### config.mk
export PLATFORM = sky130hd
export DESIGN_NAME = scan_chain_driver
export DESIGN_NICKNAME = d
export VERILOG_FILES = /design/src/rtl/scan_chain_driver.sv
export SDC_FILE = /design/constraint.sdc
export NUM_CORES = 1
export LEC_CHECK = 0
export ABC_AREA = 1
export CAP_MARGIN = 40
export CORE_MARGIN = 2
export CORE_UTILIZATION = 30
export DETAILED_ROUTE_END_ITERATION = 10
export GPL_ROUTABILITY_DRIVEN = 0
export GPL_TIMING_DRIVEN = 0
export PLACE_DENSITY_LB_ADDON = 0.25
export SLEW_MARGIN = 20
export SYNTH_ARGS = -nofsm -noshare
export SYNTH_HDL_FRONTEND = slang
export SYNTH_SLANG_ARGS = --single-unit
### constraint.sdc
create_clock -name Clk -period 1.62 [get_ports Clk]
set_input_delay 0.324 -clock Clk [delete_from_list [all_inputs] [get_ports Clk]]
set_output_delay 0.324 -clock Clk [all_outputs]
set_load 0.03 [all_outputs]
### src/rtl/scan_chain_driver.sv
// Master-side driver for a two-phase scan chain: generates SClkP/SClkN, SEnable, SUpdate, SIn
// and collects SOut into RdData. Optional abort support is enabled by SCAN_DRIVER_ABORT_EN.
module scan_chain_driver #(
   parameter int CHAIN_LENGTH = 87,
   parameter int CLK_DIV      = 2
) (
   input  logic                    Clk,
   input  logic                    Reset,
   input  logic                    Start,
   input  logic                    CaptureEn,
   input  logic                    UpdateEn,
   input  logic [CHAIN_LENGTH-1:0] WrData,
   output logic [CHAIN_LENGTH-1:0] RdData,
   output logic                    Busy,
   output logic                    Done,
   output logic                    SClkP,
   output logic                    SClkN,
   output logic                    SReset,
   output logic                    SEnable,
   output logic                    SUpdate,
   output logic                    SIn,
   input  logic                    SOut
`ifdef SCAN_DRIVER_ABORT_EN
   ,
   input  logic                    Abort,
   output logic                    Aborted
`endif
);

   localparam int PW = (CLK_DIV > 1) ? $clog2(CLK_DIV) : 1;
   localparam int BW = (CHAIN_LENGTH > 1) ? $clog2(CHAIN_LENGTH) : 1;

   typedef enum logic [3:0] {
      IDLE, CAP_S, CAP_P, CAP_G, CAP_N, SH_S, SH_P, SH_G, SH_N, TAIL, UPD, DONE
   } state_t;

   state_t                  state, nxt;
   logic [PW-1:0]           ph;
   logic [BW-1:0]           bitcnt;
   logic [CHAIN_LENGTH-1:0] sr, sr_d;
   logic                    sout_q;
   logic                    upd_en;
   logic                    last_ph, last_bit, abort_req;

   // NOTE: every signal written here gets a default first, so no latch can be inferred.
   always_comb begin
      last_ph   = (ph == PW'(CLK_DIV - 1));
      last_bit  = (bitcnt == BW'(CHAIN_LENGTH - 1));
      abort_req = 1'b0;
`ifdef SCAN_DRIVER_ABORT_EN
      abort_req = Abort && (state != IDLE) && (state != DONE);
`endif
      nxt = state;
      case (state)
         IDLE:    if (Start)   nxt = CaptureEn ? CAP_S : SH_S;
         CAP_S:   if (last_ph) nxt = CAP_P;
         CAP_P:   if (last_ph) nxt = CAP_G;
         CAP_G:   if (last_ph) nxt = CAP_N;
         CAP_N:   if (last_ph) nxt = SH_S;
         SH_S:    if (last_ph) nxt = SH_P;
         SH_P:    if (last_ph) nxt = SH_G;
         SH_G:    if (last_ph) nxt = SH_N;
         SH_N:    if (last_ph) nxt = last_bit ? TAIL : SH_S;
         TAIL:    if (last_ph) nxt = upd_en ? UPD : DONE;
         UPD:     if (last_ph) nxt = DONE;
         DONE:    nxt = IDLE;
         default: nxt = IDLE;
      endcase
      if (abort_req) nxt = DONE;

      // One register serves both directions: write bits leave at the MSB while read bits enter at the LSB.
      sr_d = sr;
      if (state == IDLE && Start)
         sr_d = WrData;
      else if (state == SH_N && last_ph && !abort_req)
         sr_d = (sr << 1) | CHAIN_LENGTH'(sout_q);
   end

   // NOTE: all state and outputs update with non-blocking assignments; outputs are decoded from nxt
   // so they are registered yet line up with the state they belong to.
   always_ff @(posedge Clk) begin
      SReset <= Reset;
      if (Reset) begin
         state   <= IDLE;
         ph      <= '0;
         bitcnt  <= '0;
         sr      <= '0;
         sout_q  <= 1'b0;
         upd_en  <= 1'b0;
         RdData  <= '0;
         Busy    <= 1'b0;
         Done    <= 1'b0;
         SClkP   <= 1'b0;
         SClkN   <= 1'b0;
         SEnable <= 1'b0;
         SUpdate <= 1'b0;
         SIn     <= 1'b0;
`ifdef SCAN_DRIVER_ABORT_EN
         Aborted <= 1'b0;
`endif
      end else begin
         state <= nxt;
         ph    <= (nxt != state) ? '0 : ph + PW'(1);
         sr    <= sr_d;

         if (state == IDLE && Start) begin
            upd_en <= UpdateEn;
            bitcnt <= '0;
         end else if (state == SH_N && last_ph && !abort_req) begin
            bitcnt <= bitcnt + BW'(1);
         end

         if (state == SH_S && last_ph) sout_q <= SOut;

         // An aborted pass leaves the previous read vector in place.
         if (nxt == DONE && state != DONE && !abort_req) RdData <= sr;

`ifdef SCAN_DRIVER_ABORT_EN
         if (state == IDLE && Start) Aborted <= 1'b0;
         else if (abort_req)         Aborted <= 1'b1;
`endif

         Busy    <= (nxt != IDLE);
         Done    <= (nxt == DONE);
         SClkP   <= (nxt inside {CAP_P, SH_P});
         SClkN   <= (nxt inside {CAP_N, SH_N});
         SEnable <= (nxt inside {SH_S, SH_P, SH_G, SH_N});
         SUpdate <= (nxt == UPD);
         // SIn is held for the whole bit slot so it is stable around both clock phases.
         SIn     <= (nxt inside {SH_S, SH_P, SH_G, SH_N}) && sr_d[CHAIN_LENGTH-1];
      end
   end

endmodule

==> results of run 1 <==
-- cells by family after synthesis --
logic type                 synth area share (%)
and+or+nand+nor                            25.2
buffers and inverters                      11.2
DFF                                        46.2
xor gates and xnor gates                  0.310
AOI/OAI and AO/OA                          16.8
adders and majority gates                 0.295
-- cell usage after synthesis --
| master | n |
|---|---|
| nor3_1 | 5 |
| buf_6 | 13 |
| clkinv_1 | 1 |
| buf_2 | 19 |
| inv_2 | 5 |
| dfxtp_1 | 196 |
| o21ai_0 | 93 |
| nand3_2 | 2 |
| buf_1 | 6 |
| inv_1 | 108 |
| a21boi_0 | 1 |
| nor2_1 | 192 |
| ha_1 | 2 |
| nand4_1 | 3 |
| nand2_1 | 221 |
| a21oi_1 | 182 |
| nor4_1 | 1 |
| buf_4 | 17 |
| clkbuf_1 | 35 |
| nand3_1 | 96 |
| a21oi_4 | 2 |
| nor2_2 | 6 |
| a31oi_1 | 1 |
| xor2_1 | 3 |
-- path summary, 6_finish.rpt --
kind	startpoint	to	slack, ps	cells past startpoint
max	bitcnt[0]$_SDFFE_PP0P_	RdData[70]$_SDFFE_PP0P_	-150	13
min	Reset	SReset$_DFF_P_	370	1
max reg2reg	bitcnt[0]$_SDFFE_PP0P_	RdData[70]$_SDFFE_PP0P_	-150	13
min reg2reg	RdData[61]$_SDFFE_PP0P_	RdData[61]$_SDFFE_PP0P_	470	2
-- metal layers --
metal | share of wire [%] | up-vias | global-route usage, %
li1 | - | 4440 | -
met5 | 0 | - | 0
met2 | 46 | 241 | 31.0
met4 | 2.6 | 0 | 6.61
met3 | 4.7 | 40 | 3.69
met1 | 46 | 4131 | 26.6
-- power by group through the flow --
stage | clock network, mW | logic [mW] | registers [mW]
floorplan | 0 | 3.10 | 5.74
global placement | 0 | 4.44 | 5.68
detailed placement | 0 | 4.47 | 5.69
CTS | 4.31 | 7.88 | 5.63
global route | 4.52 | 9.47 | 5.79
finish | 4.20 | 8.84 | 5.73
-- cell type report --
cell class / instances / area, µm²
inverter: 114 / 458
clock buffer: 20 / 467
buffer: 86 / 988
timing repair buffer: 260 / 3060
tap: 378 / 473
sequential: 196 / 3950
fill: 2630 / 13300
clock inverter: 12 / 111
multi-input combinational: 810 / 5030
-- stage by stage --
step	instance area (µm²)	setup WS, ps	hold slack [ps]
floorplan	8490	20.3	352
global placement	10800	-1150	462
detailed placement	10900	-821	469
CTS	13600	-241	351
global route	14500	-248	363
finish	14500	-149	371
-- flip-flops by register name, summed over array words and instances, names as in the netlist --
register	cells
Done	1
SClkN	1
bitcnt	7
last_ph	1
RdData	87
Busy	1
SEnable	1
state	4
SUpdate	1
upd_en	1
sr	87
SIn	1
SReset	1
SClkP	1
sout_q	1
-- repair_timing --
item / in CTS / in global routing
resized for setup: 431 / 326
buffers inserted: 31 / 16
gates cloned: 31 / 8
pin swaps: 101 / 135
endpoints found under the setup margin: 288 / 195
-- worst register-to-register path, stage by stage (launching register included) --
cell,delay (ps)
dfxtp_2,340
inv_2,50
ha_4,150
nand2_2,60
inv_2,30
nand3_2,50
nand2_2,60
nand2_2,90
nand3_4,170
buf_12,200
buf_12,140
buf_8,130
a21oi_1,140
nor2_1,60
==> results.toml, run 1 <==
[detailed_routing]
wirelength_mm = 29.6
drtIter0Drc = 425
wl_per_cell_um = 15.8
via_per_inst = 4.72
num_vias = 8852
drt_pass1_iterations = 5
drtAntennaViolNets = 0
drc = 0

[critical_path]
cp_max_fo = 7
start_kind = "flip-flop"
end_kind = "flip-flop"
critPathKind = "reg2reg"
critPathSlowestCell = "dfxtp_2"
cp.arrival_ps = 2090
path_cells = "inv_2, ha_4, nand2_2, inv_2, nand3_2, nand2_2, nand2_2, nand3_4, buf_12, buf_12, buf_8, a21oi_1, nor2_1"
path_buf_inv = 5
crit_family = "buffers and inverters"
crit_top_cell = "nand2_2"
max_stage_delay_ps = 340
cp_data_required_time_ps = 1940

[sta]
max_slew.worst_pin.slew_ps = 549
post-route-period-util_pct = 109
setup_viol = 147
finClkSkew_ps = 10.6
hold_violations = 0
rsz0062_at_grt = "yes"
slew_violations = 0
tns_ps = -12800
maxSlewHeadroom_pct = 63.4
clock.fmax_ghz = 0.565
setup_ws_ps = -149
min_period_ps = 1770

[power]
p_leak_nw = 5.81
power_frac_comb_pct = 47.1
ir_worst_vdd_mv = 0.723
total_power_mw = 18.8
swShare_pct = 37.5
p_clk_share_pct = 22.4
p_int_mw = 11.7
seqPwrFrac_pct = 30.5
switchingPower_mw = 7.04
powerDensity_nw_per_um2 = 1290

[layout]
layout_common_cells = "189 x dfxtp_1, 188 x nand2_1, 183 x nor2_1"
fin_nets = 1580
layout_commonest_cell = "dfxtp_1"
diodes = 0
area_delta_synth_final_pct = 71.2
drive_gt1_share_pct = 32.7
finalNonFillerCells = 1876
final_util_pct = 52.3

[yosys]
synthTopCellsByArea = "dfxtp_1 46%, a21oi_1 11%, nand2_1 9.8%"
yosysWarnings = 0
syn_area_per_cell_um2 = 7.01
synth_seq_cells = 196
yosys.area.top_type_share_pct = 46.2
synth_area_um2 = 8490
yosysTopAreaCell = "dfxtp_1"
netlist_instances = 1210
syn_nets = 1305
yosysSeqAreaShare_pct = 46.2
ys_types = 24

[clock_tree]
cts_tree = "built"
cts_max_path_buffers = 2
cts_sinks = 196
htree_levels = 4
clk_latency_ps = 430
cts-buffers-inserted = 17
path_clk_slew_ps = 70
clock-root-buffer = "clkbuf_16"
cts_hold_buf = 0

[floorplan]
fp.coreArea_um2 = 27800
die_area_um2 = 29700
pin_count = 188
num_rows = 61
fp.dieH_um = 172
initial_core_util_pct = 30.5
die_w_um = 172

[run_status]
status = "complete, but fails checks"
violations = "negative setup slack"

[run]
maxCapViolCount = 0

[grt]
grt_start_max_net_pins = 19
gr-total-overflow = 0
antenna_found_initial = 0
grt_usage_pct = 19.5
grt_pass1_vias = 8449
grt_pass1_wl_mm = 44.6

[placed_design]
hpwl_mm = 18.6
io_buffers = 187
place_inst = 1777

[worst_hold_path]
min_path_type = "in2reg"
(Power assumes the default switching activity.)
==> inputs of run 2 (changes only) <==
Settings changed: CORE_MARGIN 2 to 4, CTS_CLUSTER_SIZE set to 30.
==> results.toml, run 2 (synthesis results as in run 1) <==
[sta]
hold_violations = 0
setup_ws_ps = -199
finClkSkew_ps = 11.3
clock.fmax_ghz = 0.550
min_period_ps = 1820
rsz0062_at_grt = "yes"
post-route-period-util_pct = 112
maxSlewHeadroom_pct = 63.6
slew_violations = 0
max_slew.worst_pin.slew_ps = 546
setup_viol = 133

[run_status]
violations = "negative setup slack"
status = "complete, but fails checks"

[critical_path]
critPathSlowestCell = "dfxtp_4"
start_kind = "flip-flop"
critPathKind = "reg2reg"
crit_family = "simple AND/OR/NAND/NOR gates"
max_stage_delay_ps = 380
path_buf_inv = 4
cp_num_cells = 12
end_kind = "flip-flop"
cp_data_required_time_ps = 1940
cp.arrival_ps = 2140
crit_top_cell = "nand2_1"
rr_worst_depth = 12
cp_max_fo = 6
path_cells = "nand2_1, nand2_1, nand2_1, nand2_2, a21oi_4, buf_12, buf_8, buf_16, buf_8, nand3_2, nand2_1, nor2_1"

[placed_design]
hpwl_mm = 19.1
place_inst = 1777
io_buffers = 187
place_area_um2 = 10900

[grt]
grt_start_max_net_pins = 19
grt.met3_usage_pct = 4.41
antenna_found_initial = 0
gr-usage-met1_pct = 25.0
grt_pass1_vias = 8868
met2_usage_pct = 29.8
top_usage_layer = "met2"
gr-total-overflow = 0
grt_usage_pct = 18.5
grt_pass1_wl_mm = 46.1

[layout]
largestRegisters = "RdData (87), sr (87), bitcnt (7)"
drive_gt1_share_pct = 31.5
fin_nets = 1578
area_delta_synth_final_pct = 69.4
fin_area_um2 = 14400
finalNonFillerCells = 1874
layout_common_cells = "189 x dfxtp_1, 189 x nand2_1, 179 x nor2_1"
diodes = 0

[worst_hold_path]
worstHoldPathCells = 1
min_path_type = "in2reg"

[detailed_routing]
drtAntennaViolNets = 0
drc = 0
drtIter0Drc = 406
num_vias = 8840
drt_pass1_iterations = 5
wirelength_mm = 30.0
via_per_inst = 4.72
wl_per_cell_um = 16.0

[floorplan]
num_rows = 61
fp.dieH_um = 176
pin_count = 188
die_w_um = 176
die_area_um2 = 31000
fp.coreArea_um2 = 27900
initial_core_util_pct = 30.5

[clock_tree]
clock-root-buffer = "clkbuf_16"
htree_levels = 4
cts_tree = "built"
cts_hold_buf = 0
cts-buffers-inserted = 17
path_clk_slew_ps = 70
cts_sinks = 196
cts_max_path_buffers = 2
clk_latency_ps = 430

[power]
p_leak_nw = 5.75
total_power_mw = 18.1
powerDensity_nw_per_um2 = 1260
ir_worst_vdd_mv = 0.697

[run]
maxCapViolCount = 0
==> run 2: repair_timing <==
| action | CTS | global route |
|---|---|---|
| setup endpoints to repair | 289 | 180 |
| gates cloned | 29 | 4 |
| gates resized for setup | 431 | 281 |
| setup buffers | 38 | 10 |
| pin swaps | 88 | 81 |
==> run 2: area by class of cell <==
| type | count | area (µm²) |
|---|---|---|
| Buffer | 84 | 958 |
| Timing Repair Buffer | 260 | 3070 |
| Tap cell | 378 | 473 |
| Inverter | 114 | 443 |
| Multi-Input combinational cell | 810 | 4890 |
| Sequential cell | 196 | 3950 |
| Fill cell | 2626 | 13500 |
| Clock inverter | 13 | 141 |
| Clock buffer | 19 | 453 |
==> run 2: path summary, 6_finish.rpt <==
kind	endpoint	startpoint	slack [ps]
max	RdData[51]$_SDFFE_PP0P_	state[2]$_SDFF_PP0_	-200
max reg2reg	RdData[51]$_SDFFE_PP0P_	state[2]$_SDFF_PP0_	-200
min	SReset$_DFF_P_	Reset	370
min reg2reg	RdData[45]$_SDFFE_PP0P_	RdData[45]$_SDFFE_PP0P_	470
==> run 2: layer usage <==
layer	vias up	part of all wire, %
met3	27	5.8
met1	4154	46
met5	-	0
met4	0	1.3
li1	4444	-
met2	215	47
==> run 2: report_power, final <==
group	total (mW)	internal (mW)	switching (mW)
Sequential	5.70	5.35	0.346
Combinational	8.10	3.70	4.39
Clock	4.33	2.26	2.07
Total	18.1	11.3	6.81
==> run 2: per-stage QoR <==
step / util (%) / setup TNS, ps / hold WS (ps) / worst slack, ps
floorplan: - / 0 / 352 / 20.3
global placement: 38.9 / -141540 / 462 / -1150
detailed placement: 39.0 / -103810 / 467 / -813
CTS: 49.2 / -11950 / 351 / -192
global route: 51.6 / -24480 / 372 / -283
finish: 51.6 / -13800 / 367 / -199
==> run 2: worst reg2reg max path, stage by stage, from the launching register on <==
cell and delay (ps):
dfxtp_4 380, nand2_1 120, nand2_1 90, nand2_1 100
nand2_2 80, a21oi_4 250, buf_12 150, buf_8 120
buf_16 140, buf_8 130, nand3_2 70, nand2_1 60
nor2_1 40
==> inputs of run 3 (changes only) <==
Settings changed: PLACE_DENSITY_LB_ADDON 0.25 to 0.3.
==> results.toml, run 3 (synthesis results as in run 1) <==
[run_status]
status = "complete, but fails checks"
violations = "negative setup slack"

[sta]
setup_ws_ps = -182
post-route-period-util_pct = 111
rsz0062_at_grt = "yes"
hold_violations = 0
slew_violations = 0
finClkSkew_ps = 14.2
clock.fmax_ghz = 0.555
min_period_ps = 1800
setup_viol = 114
max_slew.worst_pin.slew_ps = 563
timing.hold.ws_ps = 371
maxSlewHeadroom_pct = 62.5

[detailed_routing]
via_per_inst = 4.71
drtIter0Drc = 423
drc = 0
wl_per_cell_um = 15.7
drt_pass1_iterations = 5
num_vias = 8790
drtAntennaViolNets = 0
wirelength_mm = 29.4

[placed_design]
dp_slack_ps = -741
io_buffers = 187
place_inst = 1777
hpwl_mm = 19.0

[power]
p_clk_share_pct = 24.8
powerDensity_nw_per_um2 = 1240
swShare_pct = 37.2
ir_worst_vdd_mv = 0.695
power_frac_comb_pct = 42.9
seqPwrFrac_pct = 32.3
p_leak_nw = 5.68
switchingPower_mw = 6.54
p_int_mw = 11.0

[worst_hold_path]
worstHoldPathCells = 1
min_to = "SReset$_DFF_P_"
hp-start = "Reset"
min_path_type = "in2reg"

[critical_path]
rr_worst_depth = 12
start_kind = "flip-flop"
critPathKind = "reg2reg"
rrSetupSlack_ps = -180
cp.arrival_ps = 2130
crit_start = "state[2]$_SDFF_PP0_"
cp_data_required_time_ps = 1950
cp_max_fo = 6
end_kind = "flip-flop"
reg2reg_to = "RdData[45]$_SDFFE_PP0P_"
timing.rr.start = "state[2]$_SDFF_PP0_"

[clock_tree]
cts_sinks = 196
cts-buffers-inserted = 17
htree_levels = 4
cts_tree = "built"
cts_max_path_buffers = 2
path_clk_slew_ps = 70
clk_latency_ps = 430
cts_hold_buf = 0
clock-root-buffer = "clkbuf_16"

[layout]
diodes = 0
layout_common_cells = "190 x dfxtp_1, 184 x nand2_1, 178 x nor2_1"
fin_nets = 1571
regArea_um2 = 3940
final_util_pct = 50.6
largestRegisters = "RdData (87), sr (87), bitcnt (7)"
nFillCells = 2652
area_delta_synth_final_pct = 66.3
drive_gt1_share_pct = 29.8
multiInputGateArea_um2 = 4780
layout_commonest_cell = "dfxtp_1"
finalNonFillerCells = 1867

[floorplan]
die_area_um2 = 31000
initial_core_util_pct = 30.5
fp.coreArea_um2 = 27900
pin_count = 188
die_w_um = 176
num_rows = 61
fp.dieH_um = 176

[grt]
antenna_found_initial = 1
grt_usage_pct = 18.4
gr-total-overflow = 0
grt_pass1_wl_mm = 45.8
grt_pass1_vias = 8788
grt_start_max_net_pins = 19

[run]
maxCapViolCount = 0
## run 3: repair_timing
action | 4_1_cts | 5_1_grt
resized for setup | 465 | 180
buffers inserted | 36 | 7
endpoints found under the setup margin | 288 | 193
gates cloned | 26 | 7
pin swaps | 140 | 117
## run 3: worst max-delay path by stage
stage | end | cells past startpoint
3_3_place_gp | SUpdate$_SDFF_PP0_ | 7
5_1_grt | RdData[45]$_SDFFE_PP0P_ | 12
6_report | RdData[45]$_SDFFE_PP0P_ | 12
4_1_cts | Busy$_SDFF_PP0_ | 14
3_5_place_dp | SUpdate$_SDFF_PP0_ | 7
2_1_floorplan | Busy$_SDFF_PP0_ | 12
## run 3: critical path, stage by stage (launching register included)
cell and delay (ps):
dfxtp_4 380, o21ai_0 260, nand2_2 80, nand2_2 80, inv_2 50, a21oi_4 130, buf_12 150, buf_12 120
buf_16 130, buf_8 130, nand3_2 70, nand2_2 60, nor2_2 40
## run 3: through the flow
| step | TNS (ps) | area, µm² | total power [mW] |
|---|---|---|---|
| detailed placement | -107240 | 10900 | 10.2 |
| finish | -10740 | 14100 | 17.5 |
| CTS | -11190 | 13700 | 16.6 |
| global route | -23010 | 14100 | 18.5 |
| global placement | -137160 | 10800 | 10.1 |
| floorplan | 0 | 8490 | 8.83 |
## run 3: final cells by class
type,instances,area share [%]
tap,378,3.35
sequential,196,28.0
inverter,114,3.16
multi-input combinational,810,33.9
clock inverter,12,0.958
clock buffer,20,3.31
timing repair buffer,256,21.0
buffer,81,6.36
## run 3: power by group through the flow
stage	combinational, mW	clock [mW]	sequential [mW]
global placement	4.43	0	5.68
CTS	6.58	4.42	5.64
detailed placement	4.48	0	5.69
floorplan	3.10	0	5.74
global route	8.13	4.63	5.72
finish	7.52	4.36	5.66
## run 3: routing by layer
layer | up-vias | global-route usage, % | routed length, µm
met5 | - | 0 | 13
met4 | 2 | 4.48 | 336
met3 | 21 | 3.75 | 1580
met2 | 236 | 29.8 | 13700
met1 | 4104 | 25.2 | 13800
li1 | 4427 | - | -
==> RTL change (flow settings as in run 2) <==
Change the parameter `CHAIN_LENGTH` from 87 to 174.
--- a/src/rtl/scan_chain_driver.sv
+++ b/src/rtl/scan_chain_driver.sv
@@ -1,7 +1,7 @@
 // Master-side driver for a two-phase scan chain: generates SClkP/SClkN, SEnable, SUpdate, SIn
 // and collects SOut into RdData. Optional abort support is enabled by SCAN_DRIVER_ABORT_EN.
 module scan_chain_driver #(
-   parameter int CHAIN_LENGTH = 87,
+   parameter int CHAIN_LENGTH = 174,
    parameter int CLK_DIV      = 2
 ) (
    input  logic                    Clk,
Interface: changed (resized RdData and WrData); port bits go from 188 to 362. No check against the original RTL was run, so the function may have changed too.
==> RTL change against run 2 <==
The flow still finishes with violations (negative setup slack). Area after synthesis grew 78%. Sequential share of layout area grew 3.5 points. Critical endpoint is now RdData[84]. Total power grew 50%. Worst setup slack lost 0.031 ns. Highest routed layer unchanged. Die area grew 74%. Combinational power shrank 20%. Sequential cell count grew 175. Routed wire length grew 85%. Cell area grew 67%. Largest power group is now registers.
==> RTL change: results (changes against run 2) <==
\begin{tabular}{lr}
\hline
Metric & Value \\
\hline
\multicolumn{2}{l}{\textbf{Finish}} \\
Count of clock buffers in the final design & 63 (+44) \\
Antenna diode instance count & 1 (+1) \\
Fraction of area in multi-input gates & 31.5\% (-2.6 points) \\
Number of signal-net buffers in the layout & 587 (+71\%) \\
Sequential share of cell area & 31.0\% (+3.5 points) \\
Count of multi-input combinational gates & 1512 (+87\%) \\
Post-layout net count & 2893 (+83\%) \\
Fraction of layout cells with a size suffix above 1 & 28.1\% (-3.4 points) \\
Number of signal-net inverters in the final layout & 196 (+72\%) \\
\multicolumn{2}{l}{\textbf{Global routing}} \\
Global routing usage on met3 & 4.20\% (-0.22 points) \\
Via count of the first global-routing pass & 14900 (+68\%) \\
First-pass GRT wire length & 81000 µm (+76\%) \\
Global-route track usage on met2 & 31.4\% (+1.6 points) \\
Number of antenna violations at the first check in global routing & 1 (+1) \\
\multicolumn{2}{l}{\textbf{STA}} \\
Crit path setup slack, layout & -0.231 ns (-0.0314 ns) \\
Summed negative setup slack over all endpoints & -40.65 ns (-26.85 ns) \\
Number of setup violations in the final report & 323 (+140\%) \\
\multicolumn{2}{l}{\textbf{Pwr}} \\
Seq power & 10600 µW (+86\%) \\
Overall power after layout & 27100 µW (+50\%) \\
Power density normalized to cell area & 1130 nW/µm² (-11\%) \\
Internal power & 19200 µW (+70\%) \\
Leakage power & 0.0111 µW (+92\%) \\
\multicolumn{2}{l}{\textbf{Drt}} \\
Routed metal-1 wire length & 24200 µm (+75\%) \\
Vias & 15700 (+78\%) \\
Amount of wire on met3 after detailed routing & 3370 µm (+95\%) \\
Number of optimization iterations in the first detailed-route pass & 7 (+2) \\
Detail Route met2 WL & 26600 µm (+89\%) \\
\multicolumn{2}{l}{\textbf{Clock tree}} \\
CTS H-tree lvls & 2 (-2) \\
TritonCTS Buffers & 43 (+26) \\
Clock network latency to the later pin of the worst-skew pair & 0.56 ns (+0.13 ns) \\
\multicolumn{2}{l}{\textbf{Place}} \\
Placed insts & 3244 (+83\%) \\
Estimated wirelength of the detail-placed design & 37100 µm (+94\%) \\
Pre-CTS worst setup slack & -0.879 ns (-0.0661 ns) \\
\multicolumn{2}{l}{\textbf{Synth}} \\
Cell variety after synth & 30 (+25\%) \\
Synth Net Count & 2398 (+84\%) \\
Flop and latch count out of synthesis & 371 (+89\%) \\
Average size of a mapped cell & 6.80 µm² (-3.0\%) \\
\multicolumn{2}{l}{\textbf{Die}} \\
Core footprint & 49400 µm² (+77\%) \\
\multicolumn{2}{l}{\textbf{Critical path}} \\
Critical path fanouts, max & 8 (+2) \\
Setup crit end & RdData[84] \\
\multicolumn{2}{l}{\textbf{Status}} \\
Result of the run & finished, violations left \\
Failing checks & negative setup slack \\
\hline
\end{tabular}
RTL change: what timing repair did:
item	4_1_cts	5_1_grt
setup endpoints to repair	545	539
setup buffers	31	27
gates resized for setup	521	781
gates cloned	16	28
pin swaps	64	111
RTL change: worst min path at each step:
stage | startpoint | end | depth (start not counted)
2_1_floorplan | Reset | SReset | 0
3_3_place_gp | bitcnt[7] | bitcnt[7] | 2
3_5_place_dp | bitcnt[7] | bitcnt[7] | 2
4_1_cts | WrData[72] | sr[72] | 3
5_1_grt | WrData[172] | sr[172] | 3
6_report | WrData[72] | sr[72] | 3
RTL change: cell families after synthesis:
kind of cell               count (synthesis)  synth area share [%]
and+or+nand+nor                         1321                  33.5
DFF                                      371                  49.3
buffers and inverters                    333                  9.18
AOI/OAI and AO/OA                        186                  7.72
xor gates and xnor gates                   3                 0.174
adders and majority gates                  2                 0.166
